`src/rtl/io_port_check_pkg.sv`:
```
// Shared constants and helpers for the I/O port readiness checker.
// Provides the EF polarity names (FULL/EMPTY), boolean names (TRUE/FALSE),
// holdoff counter sizing and the port-index width helper.
package io_port_check_pkg;

    // Empty/Full flag polarity as seen on port_EF.
    localparam logic FULL  = 1'b1;
    localparam logic EMPTY = 1'b0;

    localparam logic TRUE  = 1'b1;
    localparam logic FALSE = 1'b0;

    // Holdoff is limited to 0..7 cycles, so a 3-bit counter is enough.
    localparam int HOLDOFF_MAX   = 7;
    localparam int HOLDOFF_WIDTH = 3;

    // Width of a port index; never narrower than one bit.
    function automatic int idx_width(input int n);
        return (n > 1) ? $clog2(n) : 1;
    endfunction

endpackage

```
`src/rtl/io_port_check_if.sv`:
```
// Operand/port bundle between the pipeline front end and io_port_check.
// master drives addresses, EF bits and enable; slave returns hits, masked EF,
// all_ready, per-port access pulses and the stall count.
interface io_port_check_if #(
    parameter int ADDR_WIDTH    = 10,
    parameter int PORT_COUNT    = 4,
    parameter int CHANNEL_COUNT = 2,
    parameter int STALL_WIDTH   = 8
);
    logic [CHANNEL_COUNT*ADDR_WIDTH-1:0] addr;
    logic [CHANNEL_COUNT-1:0]            addr_valid;
    logic [PORT_COUNT-1:0]               port_EF;
    logic                                enable;
    logic [CHANNEL_COUNT-1:0]            addr_is_IO;
    logic [CHANNEL_COUNT-1:0]            port_EF_masked;
    logic                                all_ready;
    logic [PORT_COUNT-1:0]               port_access;
    logic [STALL_WIDTH-1:0]              stall_count;

    modport master (
        output addr, addr_valid, port_EF, enable,
        input  addr_is_IO, port_EF_masked, all_ready, port_access, stall_count
    );

    modport slave (
        input  addr, addr_valid, port_EF, enable,
        output addr_is_IO, port_EF_masked, all_ready, port_access, stall_count
    );
endinterface

```
`src/rtl/io_port_decode.sv`:
```
// Per-channel decoder: range compare against the port window, port index
// extraction and EF select. Purely combinational (registered by the parent).
// Ports: addr/addr_valid/port_EF in; hit, idx, ef_sel (READY_STATE when no hit) out.
module io_port_decode
    import io_port_check_pkg::*;
#(
    parameter int   ADDR_WIDTH     = 10,
    parameter int   PORT_COUNT     = 4,
    parameter int   PORT_BASE_ADDR = 0,
    parameter logic READY_STATE    = FULL,
    parameter int   IDX_WIDTH      = idx_width(PORT_COUNT)
) (
    input  logic [ADDR_WIDTH-1:0] addr,
    input  logic                  addr_valid,
    input  logic [PORT_COUNT-1:0] port_EF,
    output logic                  hit,
    output logic [IDX_WIDTH-1:0]  idx,
    output logic                  ef_sel
);
    // Compare in 32 bits so base+count cannot wrap inside the address width.
    localparam logic [31:0] LO = 32'(PORT_BASE_ADDR);
    localparam logic [31:0] HI = 32'(PORT_BASE_ADDR + PORT_COUNT);

    logic [31:0] addr_ext;

    assign addr_ext = 32'(addr);
    assign hit      = addr_valid && (addr_ext >= LO) && (addr_ext < HI);
    assign idx      = IDX_WIDTH'(addr_ext - LO);
    // A non-I/O channel must never hold up the pipeline, so it reads as ready.
    assign ef_sel   = hit ? port_EF[idx] : READY_STATE;
endmodule

```
`src/rtl/io_port_check.sv`:
```
// Two-stage I/O port readiness check: stage 1 registers hit/EF per channel,
// stage 2 registers all_ready; access pulses and holdoff/stall tracking follow.
// Latency: hit/masked EF at N+1, all_ready/port_access at N+2. No backpressure
// input; not-ready is reported via all_ready and stall_count.
// Ports: clock, reset_n (async, active-low), bus (slave side of io_port_check_if).
module io_port_check
    import io_port_check_pkg::*;
#(
    parameter int   ADDR_WIDTH     = 10,
    parameter int   PORT_COUNT     = 4,
    parameter int   PORT_BASE_ADDR = 0,
    parameter int   CHANNEL_COUNT  = 2,
    parameter logic READY_STATE    = FULL,
    parameter int   HOLDOFF        = 2,
    parameter int   STALL_WIDTH    = 8
) (
    input  logic           clock,
    input  logic           reset_n,
    io_port_check_if.slave bus
);
    localparam int   IDX_WIDTH = idx_width(PORT_COUNT);
    localparam logic HOLD_EN   = (HOLDOFF > 0) ? TRUE : FALSE;
    // The pulse cycle itself is the first lockout cycle, so the stored count
    // only needs to cover the remaining HOLDOFF-1 cycles.
    localparam logic [HOLDOFF_WIDTH-1:0] HOLD_RELOAD =
        HOLDOFF_WIDTH'((HOLDOFF > 0) ? HOLDOFF - 1 : 0);

    logic [CHANNEL_COUNT-1:0] dec_hit;
    logic [CHANNEL_COUNT-1:0] dec_ef;
    logic [IDX_WIDTH-1:0]     dec_idx [CHANNEL_COUNT];

    logic [CHANNEL_COUNT-1:0] s1_hit;
    logic [CHANNEL_COUNT-1:0] s1_ef;
    logic [IDX_WIDTH-1:0]     s1_idx [CHANNEL_COUNT];

    logic                     s2_all_ready;
    logic [CHANNEL_COUNT-1:0] s2_hit;
    logic [IDX_WIDTH-1:0]     s2_idx [CHANNEL_COUNT];

    logic [CHANNEL_COUNT-1:0] ch_ready;
    logic [PORT_COUNT-1:0]    port_hit2;
    logic [PORT_COUNT-1:0]    access;
    logic [PORT_COUNT-1:0]    port_busy;
    logic [HOLDOFF_WIDTH-1:0] hold_cnt [PORT_COUNT];
    logic [STALL_WIDTH-1:0]   stall_q;

    for (genvar c = 0; c < CHANNEL_COUNT; c++) begin : g_ch
        io_port_decode #(
            .ADDR_WIDTH     (ADDR_WIDTH),
            .PORT_COUNT     (PORT_COUNT),
            .PORT_BASE_ADDR (PORT_BASE_ADDR),
            .READY_STATE    (READY_STATE),
            .IDX_WIDTH      (IDX_WIDTH)
        ) u_dec (
            .addr       (bus.addr[c*ADDR_WIDTH +: ADDR_WIDTH]),
            .addr_valid (bus.addr_valid[c]),
            .port_EF    (bus.port_EF),
            .hit        (dec_hit[c]),
            .idx        (dec_idx[c]),
            .ef_sel     (dec_ef[c])
        );
    end

    // Stage 1: decoded hit, index and EF sampled with the address.
    always_ff @(posedge clock or negedge reset_n) begin
        if (!reset_n) begin
            s1_hit <= '0;
            s1_ef  <= {CHANNEL_COUNT{READY_STATE}};
            for (int c = 0; c < CHANNEL_COUNT; c++) s1_idx[c] <= '0;
        end else begin
            s1_hit <= dec_hit;
            s1_ef  <= dec_ef;
            s1_idx <= dec_idx;
        end
    end

    // A port accessed this cycle is already locked, so a back-to-back
    // operand on the same port cannot slip through before the count loads.
    always_comb begin
        for (int p = 0; p < PORT_COUNT; p++) begin
            port_busy[p] = (HOLD_EN && access[p]) || (hold_cnt[p] != '0);
        end
    end

    always_comb begin
        ch_ready = '1;
        for (int c = 0; c < CHANNEL_COUNT; c++) begin
            if (s1_ef[c] != READY_STATE) begin
                ch_ready[c] = 1'b0;
            end else if (s1_hit[c] && port_busy[s1_idx[c]]) begin
                ch_ready[c] = 1'b0;
            end
        end
    end

    // Stage 2: combined readiness plus the hits that will drive access pulses.
    always_ff @(posedge clock or negedge reset_n) begin
        if (!reset_n) begin
            s2_all_ready <= 1'b1;
            s2_hit       <= '0;
            for (int c = 0; c < CHANNEL_COUNT; c++) s2_idx[c] <= '0;
        end else begin
            s2_all_ready <= &ch_ready;
            s2_hit       <= s1_hit;
            s2_idx       <= s1_idx;
        end
    end

    // OR of channel hits per port: two channels on one port give one pulse.
    always_comb begin
        port_hit2 = '0;
        for (int c = 0; c < CHANNEL_COUNT; c++) begin
            if (s2_hit[c]) port_hit2[s2_idx[c]] = 1'b1;
        end
        access = (s2_all_ready && bus.enable) ? port_hit2 : '0;
    end

    always_ff @(posedge clock or negedge reset_n) begin
        if (!reset_n) begin
            for (int p = 0; p < PORT_COUNT; p++) hold_cnt[p] <= '0;
        end else begin
            for (int p = 0; p < PORT_COUNT; p++) begin
                if (HOLD_EN && access[p]) begin
                    hold_cnt[p] <= HOLD_RELOAD;
                end else if (hold_cnt[p] != '0) begin
                    hold_cnt[p] <= hold_cnt[p] - 1'b1;
                end
            end
        end
    end

    // Clear wins regardless of enable; counting only for live instructions.
    always_ff @(posedge clock or negedge reset_n) begin
        if (!reset_n) begin
            stall_q <= '0;
        end else if (s2_all_ready) begin
            stall_q <= '0;
        end else if (bus.enable && (|s2_hit) && (stall_q != '1)) begin
            stall_q <= stall_q + 1'b1;
        end
    end

    assign bus.addr_is_IO     = s1_hit;
    assign bus.port_EF_masked = s1_ef;
    assign bus.all_ready      = s2_all_ready;
    assign bus.port_access    = access;
    assign bus.stall_count    = stall_q;
endmodule

```
`src/flat_wrapper.sv`:
```
// flat-port wrapper written by rule: the top's interface ports become plain ports
module io_port_check_flat import io_port_check_pkg::*;
#(
    parameter int   ADDR_WIDTH     = 10,
    parameter int   PORT_COUNT     = 4,
    parameter int   PORT_BASE_ADDR = 0,
    parameter int   CHANNEL_COUNT  = 2,
    parameter logic READY_STATE    = FULL,
    parameter int   HOLDOFF        = 2,
    parameter int   STALL_WIDTH    = 8
)
  (clock, reset_n, bus_addr, bus_addr_valid, bus_port_EF, bus_enable, bus_addr_is_IO, bus_port_EF_masked, bus_all_ready, bus_port_access, bus_stall_count);
  io_port_check_if #(.ADDR_WIDTH(ADDR_WIDTH), .PORT_COUNT(PORT_COUNT), .CHANNEL_COUNT(CHANNEL_COUNT), .STALL_WIDTH(STALL_WIDTH)) bus_i ();
  input  logic clock;
  input  logic reset_n;
  input wire logic [$bits(bus_i.addr)-1:0] bus_addr;
  input wire logic [$bits(bus_i.addr_valid)-1:0] bus_addr_valid;
  input wire logic [$bits(bus_i.port_EF)-1:0] bus_port_EF;
  input wire logic [$bits(bus_i.enable)-1:0] bus_enable;
  output wire logic [$bits(bus_i.addr_is_IO)-1:0] bus_addr_is_IO;
  output wire logic [$bits(bus_i.port_EF_masked)-1:0] bus_port_EF_masked;
  output wire logic [$bits(bus_i.all_ready)-1:0] bus_all_ready;
  output wire logic [$bits(bus_i.port_access)-1:0] bus_port_access;
  output wire logic [$bits(bus_i.stall_count)-1:0] bus_stall_count;
  assign bus_i.addr = bus_addr;
  assign bus_i.addr_valid = bus_addr_valid;
  assign bus_i.port_EF = bus_port_EF;
  assign bus_i.enable = bus_enable;
  assign bus_addr_is_IO = bus_i.addr_is_IO;
  assign bus_port_EF_masked = bus_i.port_EF_masked;
  assign bus_all_ready = bus_i.all_ready;
  assign bus_port_access = bus_i.port_access;
  assign bus_stall_count = bus_i.stall_count;
  io_port_check #(.ADDR_WIDTH(ADDR_WIDTH), .PORT_COUNT(PORT_COUNT), .PORT_BASE_ADDR(PORT_BASE_ADDR), .CHANNEL_COUNT(CHANNEL_COUNT), .READY_STATE(READY_STATE), .HOLDOFF(HOLDOFF), .STALL_WIDTH(STALL_WIDTH)) u_core (.clock(clock), .reset_n(reset_n), .bus(bus_i));
endmodule
```
`config.mk`:
```
export PLATFORM = sky130hd
export DESIGN_NAME = io_port_check_flat
export DESIGN_NICKNAME = d
export VERILOG_FILES = /design/src/rtl/io_port_check_pkg.sv /design/src/rtl/io_port_check_if.sv /design/src/rtl/io_port_decode.sv /design/src/rtl/io_port_check.sv /design/src/flat_wrapper.sv
export SDC_FILE = /design/constraint.sdc
export NUM_CORES = 1
export LEC_CHECK = 0
export ABC_AREA = 1
export CORE_MARGIN = 2
export CORE_UTILIZATION = 49
export CTS_CLUSTER_SIZE = 28
export DETAILED_ROUTE_END_ITERATION = 7
export GPL_TIMING_DRIVEN = 1
export PLACE_DENSITY = 0.84
export SLEW_MARGIN = 40
export SYNTH_ARGS = -nofsm -noshare
export SYNTH_HDL_FRONTEND = slang
export SYNTH_SLANG_ARGS = --single-unit
```
`constraint.sdc`:
```
create_clock -name clock -period 1.7 [get_ports clock]
set_input_delay 0.34 -clock clock [delete_from_list [all_inputs] [get_ports clock]]
set_output_delay 0.34 -clock clock [all_outputs]
set_load 0.01 [all_outputs]
```
==> metrics.txt, run 1 <==
status complete, no violations; post-DP HPWL 2810 um; fill count about 300; Pre-antenna DRT Iters 4; Non-Filler Instances 335; core area 0.00363 sq mm; cells after synthesis 221; crit path capture type output port; Clock Path Buffers 2; CTS Buf Count 5; Pins Over Slew Limit 0; Seq. cell area 880 sq um; Layout Nets 324; Hold Vio Cnt, Final 0; clock sinks 35; final setup fails 0; largest delay contributor family on the critical path flip-flops; Worst Setup Start Kind flop; area grow syn2layout 38.5%; clock-pin slew on the worst setup and hold paths 0.07 ns; commonest cells after routing, fill and taps aside nand2_1, clkdlybuf4s50_1, inv_1; critical path cell sequence nand2_2, inv_4, buf_4, nand2_2, inv_2, buf_2; EDFF count, synth 0; drt drc 0; share of post-route cells with drive strength above 1 18.5%; Initial Util 50.2%; Via density 4.86; Mapped Nets 259; vias in the first global route 1545; H-tree level count 2; Slew @ Worst Pin 0.333 ns; Post-Syn Area between 0.0015 and 0.002 sq mm; FF+latch count, synth 35; Routed WL per cell 10.8 um; vias 1629; Crit path top cell by count nand2_2; worst clock skew 0.00322 ns; Clock Latency Late Sink 0.28 ns; initial antenna violation count 0; pwr/cell area ~1000 mW/mm^2; Post-DP Area 0.00243 sq mm; FFs w/ async S/R, synth 100%; Crit Path Class reg2out; Min-Delay Path Class reg2reg; RSZ-0062 raised after global routing yes; Yosys cell types 27; number of I/O port buffers 45; period utilization 96.5%; routability cong. 0.742; maximum fanout along the worst path 3; Top-Level Pins 46; total wire length 3610 um; DIE HEIGHT between 60 and 70 um; synthesized area per cell 8.26 sq um; slowest stage delay, CP 0.54 ns; Max Clk Rate 0.609 GHz; most common cell after layout, fill and taps aside nand2_1; final worst path period need 1.64 ns; CP required 1.36 ns; Max VDD drop between 0.0006 and 0.0007 V; Die Width 65.0 um; Max-Slew Margin vs Limit 77.6%; largest net degree at the start of global routing 36; Routed Antenna Nets 0; area of the multi-input gates between 700 and 800 sq um; total leakage power 1.27 nW; root buf cell clkbuf_8; post-route cell area 0.00253 sq mm; initial DRC count 42; row cnt 22; CP max-delay cell dfstp_2; Die ar. approximately 0.0042 sq mm; Primary FF master, synth dfrtp_1; register area share after synthesis between 40% and 50%; Remaining Overflow, GRT 0; Worst EP arrival 1.30 ns; Antenna Cells 0; Max Cap Viol 0; Final Util between 60% and 70%; Ys Warns 0; gr usage total between 10% and 20%; first-pass GRT wire length 6260 um; Cells after DPL 325; Hold Worst Slack 0.412 ns; CTS tree yes; Crit path buffers/inverters 4
[worst register-to-register path, stage by stage, from the launching register on]
cell and delay, ns:
dfrtp_1 0.42, ha_1 0.22, nand2_1 0.12, inv_1 0.08
nand3_2 0.09, nand2_4 0.10, nor2_4 0.14, nand2_2 0.06
nor2_1 0.11, nor2_2 0.05
[cell families (layout without fill, tap and decap cells)]
group,count (synthesis),after routing,synth area share (%)
adder cells (fa/ha/maj),9,9,6.17
flip-flops,35,35,48.2
AND/OR/NAND/NOR,104,104,26.3
XOR/XNOR,4,4,1.92
AO/OA/AOI/OAI,25,25,7.61
buffers and inverters,44,110,9.80
[final timing paths]
path / slack (ns) / cells after the start / start / endpoint
setup / recovery: 0.06 / 6 / u_core.bus.all_ready / bus_port_access[2]
hold / removal: 0.41 / 0 / u_core.s1_idx[1] / u_core.s2_idx[1]
setup reg to reg: 0.19 / 9 / u_core.bus.stall_count[0] / u_core.bus.stall_count[7]
max in group asynchronous: 1.02 / 2 / reset_n / u_core.bus.port_EF_masked[0]
min in group asynchronous: 0.43 / 2 / reset_n / u_core.bus.stall_count[3]
hold reg to reg: 0.41 / 0 / u_core.s1_idx[1] / u_core.s2_idx[1]
[layout make-up]
type	instances	share of cell area [%]
clock buffer	7	3.02
clock inverter	1	0.198
inverter	44	7.17
multi-input combinational	142	30.6
sequential	35	34.8
tap	48	2.38
timing repair buffer	58	21.8
[synth_stat cells, types with 2 or more instances]
master,instances,share of area (%)
a21oi_1,6,1.6
dfrtp_1,32,44
dfstp_2,3,4.3
ha_1,9,6.2
inv_1,35,7.2
inv_2,8,1.6
nand2_1,46,9.5
nand2_2,5,1.7
nand3_1,18,4.9
nor2_1,23,4.7
nor2_2,3,1.0
nor2_4,2,1.2
nor4_1,2,0.69
o211ai_1,2,0.82
o21ai_0,5,1.4
o21ai_1,9,2.5
xor2_1,3,1.4
[registers in the layout (all words and copies together), names as in the netlist]
signal / flops
u_core.bus.addr_is_IO: 2
u_core.bus.all_ready: 1
u_core.bus.port_EF_masked: 2
u_core.bus.stall_count: 8
u_core.hold_cnt: 12
u_core.s1_idx: 4
u_core.s2_hit: 2
u_core.s2_idx: 4
[where the power goes]
part           switching [mW]  internal (mW)  total, mW
clock                   0.282          0.287      0.570
combinational           0.514          0.415      0.929
sequential             0.0713           1.00       1.07
[through the flow]
| stage | worst slack (ns) | power, mW | TNS, ns |
|---|---|---|---|
| 2_1_floorplan | 0.276 | 1.73 | 0 |
| 3_3_place_gp | -0.324 | 1.95 | -1.27 |
| 3_5_place_dp | -0.354 | 2.02 | -1.47 |
| 4_1_cts | 0.0186 | 2.61 | 0 |
| 5_1_grt | -0.00641 | 2.83 | -0.00666 |
| 6_report | 0.0588 | 2.57 | 0 |
[repair_timing]
action / CTS / global route
endpoints found under the setup margin: 7 / 4
buffers inserted: 2 / 0
hold buffers: 0 / 0
cloned: 0 / 0
gates resized for setup: 18 / 8
[routing by layer]
layer | vias up | share of wire (%) | wire length, um | global-route usage [%]
met3 | 4 | 6.5 | 236 | 7.64
met2 | 46 | 53 | 1900 | 36.9
met4 | 0 | 0.83 | 30 | 5.47
met1 | 757 | 40 | 1450 | 19.8
li1 | 822 | - | - | -
met5 | - | 0 | 0 | 0
(Power assumes the default switching activity.)
==> inputs of run 2 (changes only) <==
--- a/config.mk
+++ b/config.mk
@@ -7,11 +7,11 @@
 export LEC_CHECK = 0
 export ABC_AREA = 1
 export CORE_MARGIN = 2
-export CORE_UTILIZATION = 49
+export CORE_UTILIZATION = 29
 export CTS_CLUSTER_SIZE = 28
 export DETAILED_ROUTE_END_ITERATION = 7
 export GPL_TIMING_DRIVEN = 1
-export PLACE_DENSITY = 0.84
+export PLACE_DENSITY = 0.56
 export SLEW_MARGIN = 40
 export SYNTH_ARGS = -nofsm -noshare
 export SYNTH_HDL_FRONTEND = slang
==> metrics.txt, run 2 (same netlist as run 1, synthesis figures left out) <==
post-DP HPWL about 2800 um; total leakage power 1.29 nW; Pins Over Slew Limit 0; Layout Nets 327; largest delay contributor family on the critical path flip-flops; DIE HEIGHT 83.3 um; share of post-route cells with drive strength above 1 19.0%; clock sinks 35; Max VDD drop 0.000376 V; maximum fanout along the worst path 2; Hold Crit Start u_core.s1_idx[3]; Hold Worst Slack 0.409 ns; Crit path top cell by count buf_6; root buf cell clkbuf_8; most common cell after layout, fill and taps aside nand2_1; Worst Setup Start Kind flop; clock-pin slew on the worst setup and hold paths 0.07 ns; Remaining Overflow, GRT 0; pre-CTS setup slack -0.361 ns; CTS Buf Count 5; Die ar. 0.00695 sq mm; initial antenna violation count 0; post-route cell area between 0.002 and 0.003 sq mm; status complete, no violations; vias 1576; Via density around 4.3; H-tree level count 2; CP startpoint u_core.bus.all_ready; period utilization 96.2%; PnR worst setup slack 0.0644 ns; FF-to-FF Start u_core.bus.all_ready; Slew @ Worst Pin 0.388 ns; CTS Hold Buffers Added 0; crit path capture type output port; Routed WL per cell 9.71 um; commonest cells after routing, fill and taps aside nand2_1, clkdlybuf4s50_1, inv_1; row cnt 28; Crit path buffers/inverters 5; Max Clk Rate approximately 0.6 GHz; drt drc 0; largest net degree at the start of global routing 36; RSZ-0062 raised after global routing yes; most flop-heavy register u_core.hold_cnt; final setup fails 0; Max Cap Viol 0; worst clock skew 0.00620 ns; gr usage total 11.4%; Antenna Cells 0; Die Width 83.3 um; Max-Slew Margin vs Limit 73.9%; Hold Vio Cnt, Final 0; Clock Path Buffers 2; setup TNS 0 ns; Worst EP arrival ~1.3 ns; final worst path period need 1.64 ns; fill count 598; CP required about 1.4 ns; number of I/O port buffers 45; CP max-delay cell dfstp_2; area grow syn2layout 41.6%; Routed Antenna Nets 0; core area 0.00599 sq mm; Pre-antenna DRT Iters 4; initial DRC count around 70; pwr/cell area 1000 mW/mm^2; Post-DP Area approximately 0.0025 sq mm; Crit Path Class reg2out; max reg flops 12; critical path cell sequence nand2_2, inv_2, buf_6, buf_6, nand2_4, inv_4, buf_6; CTS tree yes; Non-Filler Instances around 370; Cells after DPL 354; Top-Level Pins 46; routability cong. 0.754; Min-Delay Path Class reg2reg; first-pass GRT wire length ~6500 um; slowest stage delay, CP 0.54 ns; vias in the first global route 1574; Clock Latency Late Sink between 0.2 and 0.3 ns; total wire length 3540 um; Initial Util 30.5%
-- run 2: cell count changes in the layout (fill, tap and decap cells not counted) --
cell,previous run,this run
buf_4,11,13
nand2_1,43,44
nand2_2,8,6
nand2_4,1,2
clkbuf_2,1,0
buf_2,1,3
-- run 2: worst register-to-register path, delay by kind of cell (launching register included) --
| family | cells | cell delay, ns |
|---|---|---|
| buffers and inverters | 4 | 0.38 |
| DFF | 1 | 0.54 |
| and+or+nand+nor | 8 | 0.52 |
-- run 2: final cells by class --
cell class	instances	area, sq um	share of cell area, %
repair buffers	61	572	22.1
multi-input cells	142	777	30.1
inverters	44	181	7.02
clock inverters	1	5.00	0.194
well taps	75	93.8	3.63
flip-flops and latches	35	880	34.0
clock buffers	7	76.3	2.95
-- run 2: path summary, 6_finish.rpt --
path                                                endpoint  slack [ns]  depth (start not counted)
min in group asynchronous          u_core.bus.stall_count[4]        0.42                          2
worst max register to register          u_core.bus.all_ready        0.20                         12
worst max-delay path                      bus_port_access[1]        0.06                          7
max in group asynchronous       u_core.bus.port_EF_masked[0]        1.02                          2
worst min-delay path                        u_core.s2_idx[3]        0.41                          0
worst min register to register              u_core.s2_idx[3]        0.41                          0
-- run 2: power breakdown --
part | internal (mW) | switching [mW] | total (mW)
Clock | 0.287 | 0.287 | 0.575
Sequential | 1.00 | 0.0678 | 1.07
Combinational | 0.443 | 0.497 | 0.940
Total | 1.73 | 0.853 | 2.58
-- run 2: per-stage QoR --
step           power [mW]  utilization [%]
3_5_place_dp         2.04             41.4
3_3_place_gp         2.00             41.4
2_1_floorplan        1.73                -
6_report             2.58             43.1
4_1_cts              2.62             42.9
5_1_grt              2.87             43.1
-- run 2: per-layer routing --
layer	part of all wire [%]	GRT usage, %
met5	0	0
met4	1.1	3.13
met3	8.9	4.67
met2	48	20.0
met1	42	12.7
-- run 2: what timing repair did --
action                                  CTS  global route
endpoints found under the hold margin     0             0
buffers inserted                          3             0
endpoints found under the setup margin    7             2
gates resized for setup                  22             5
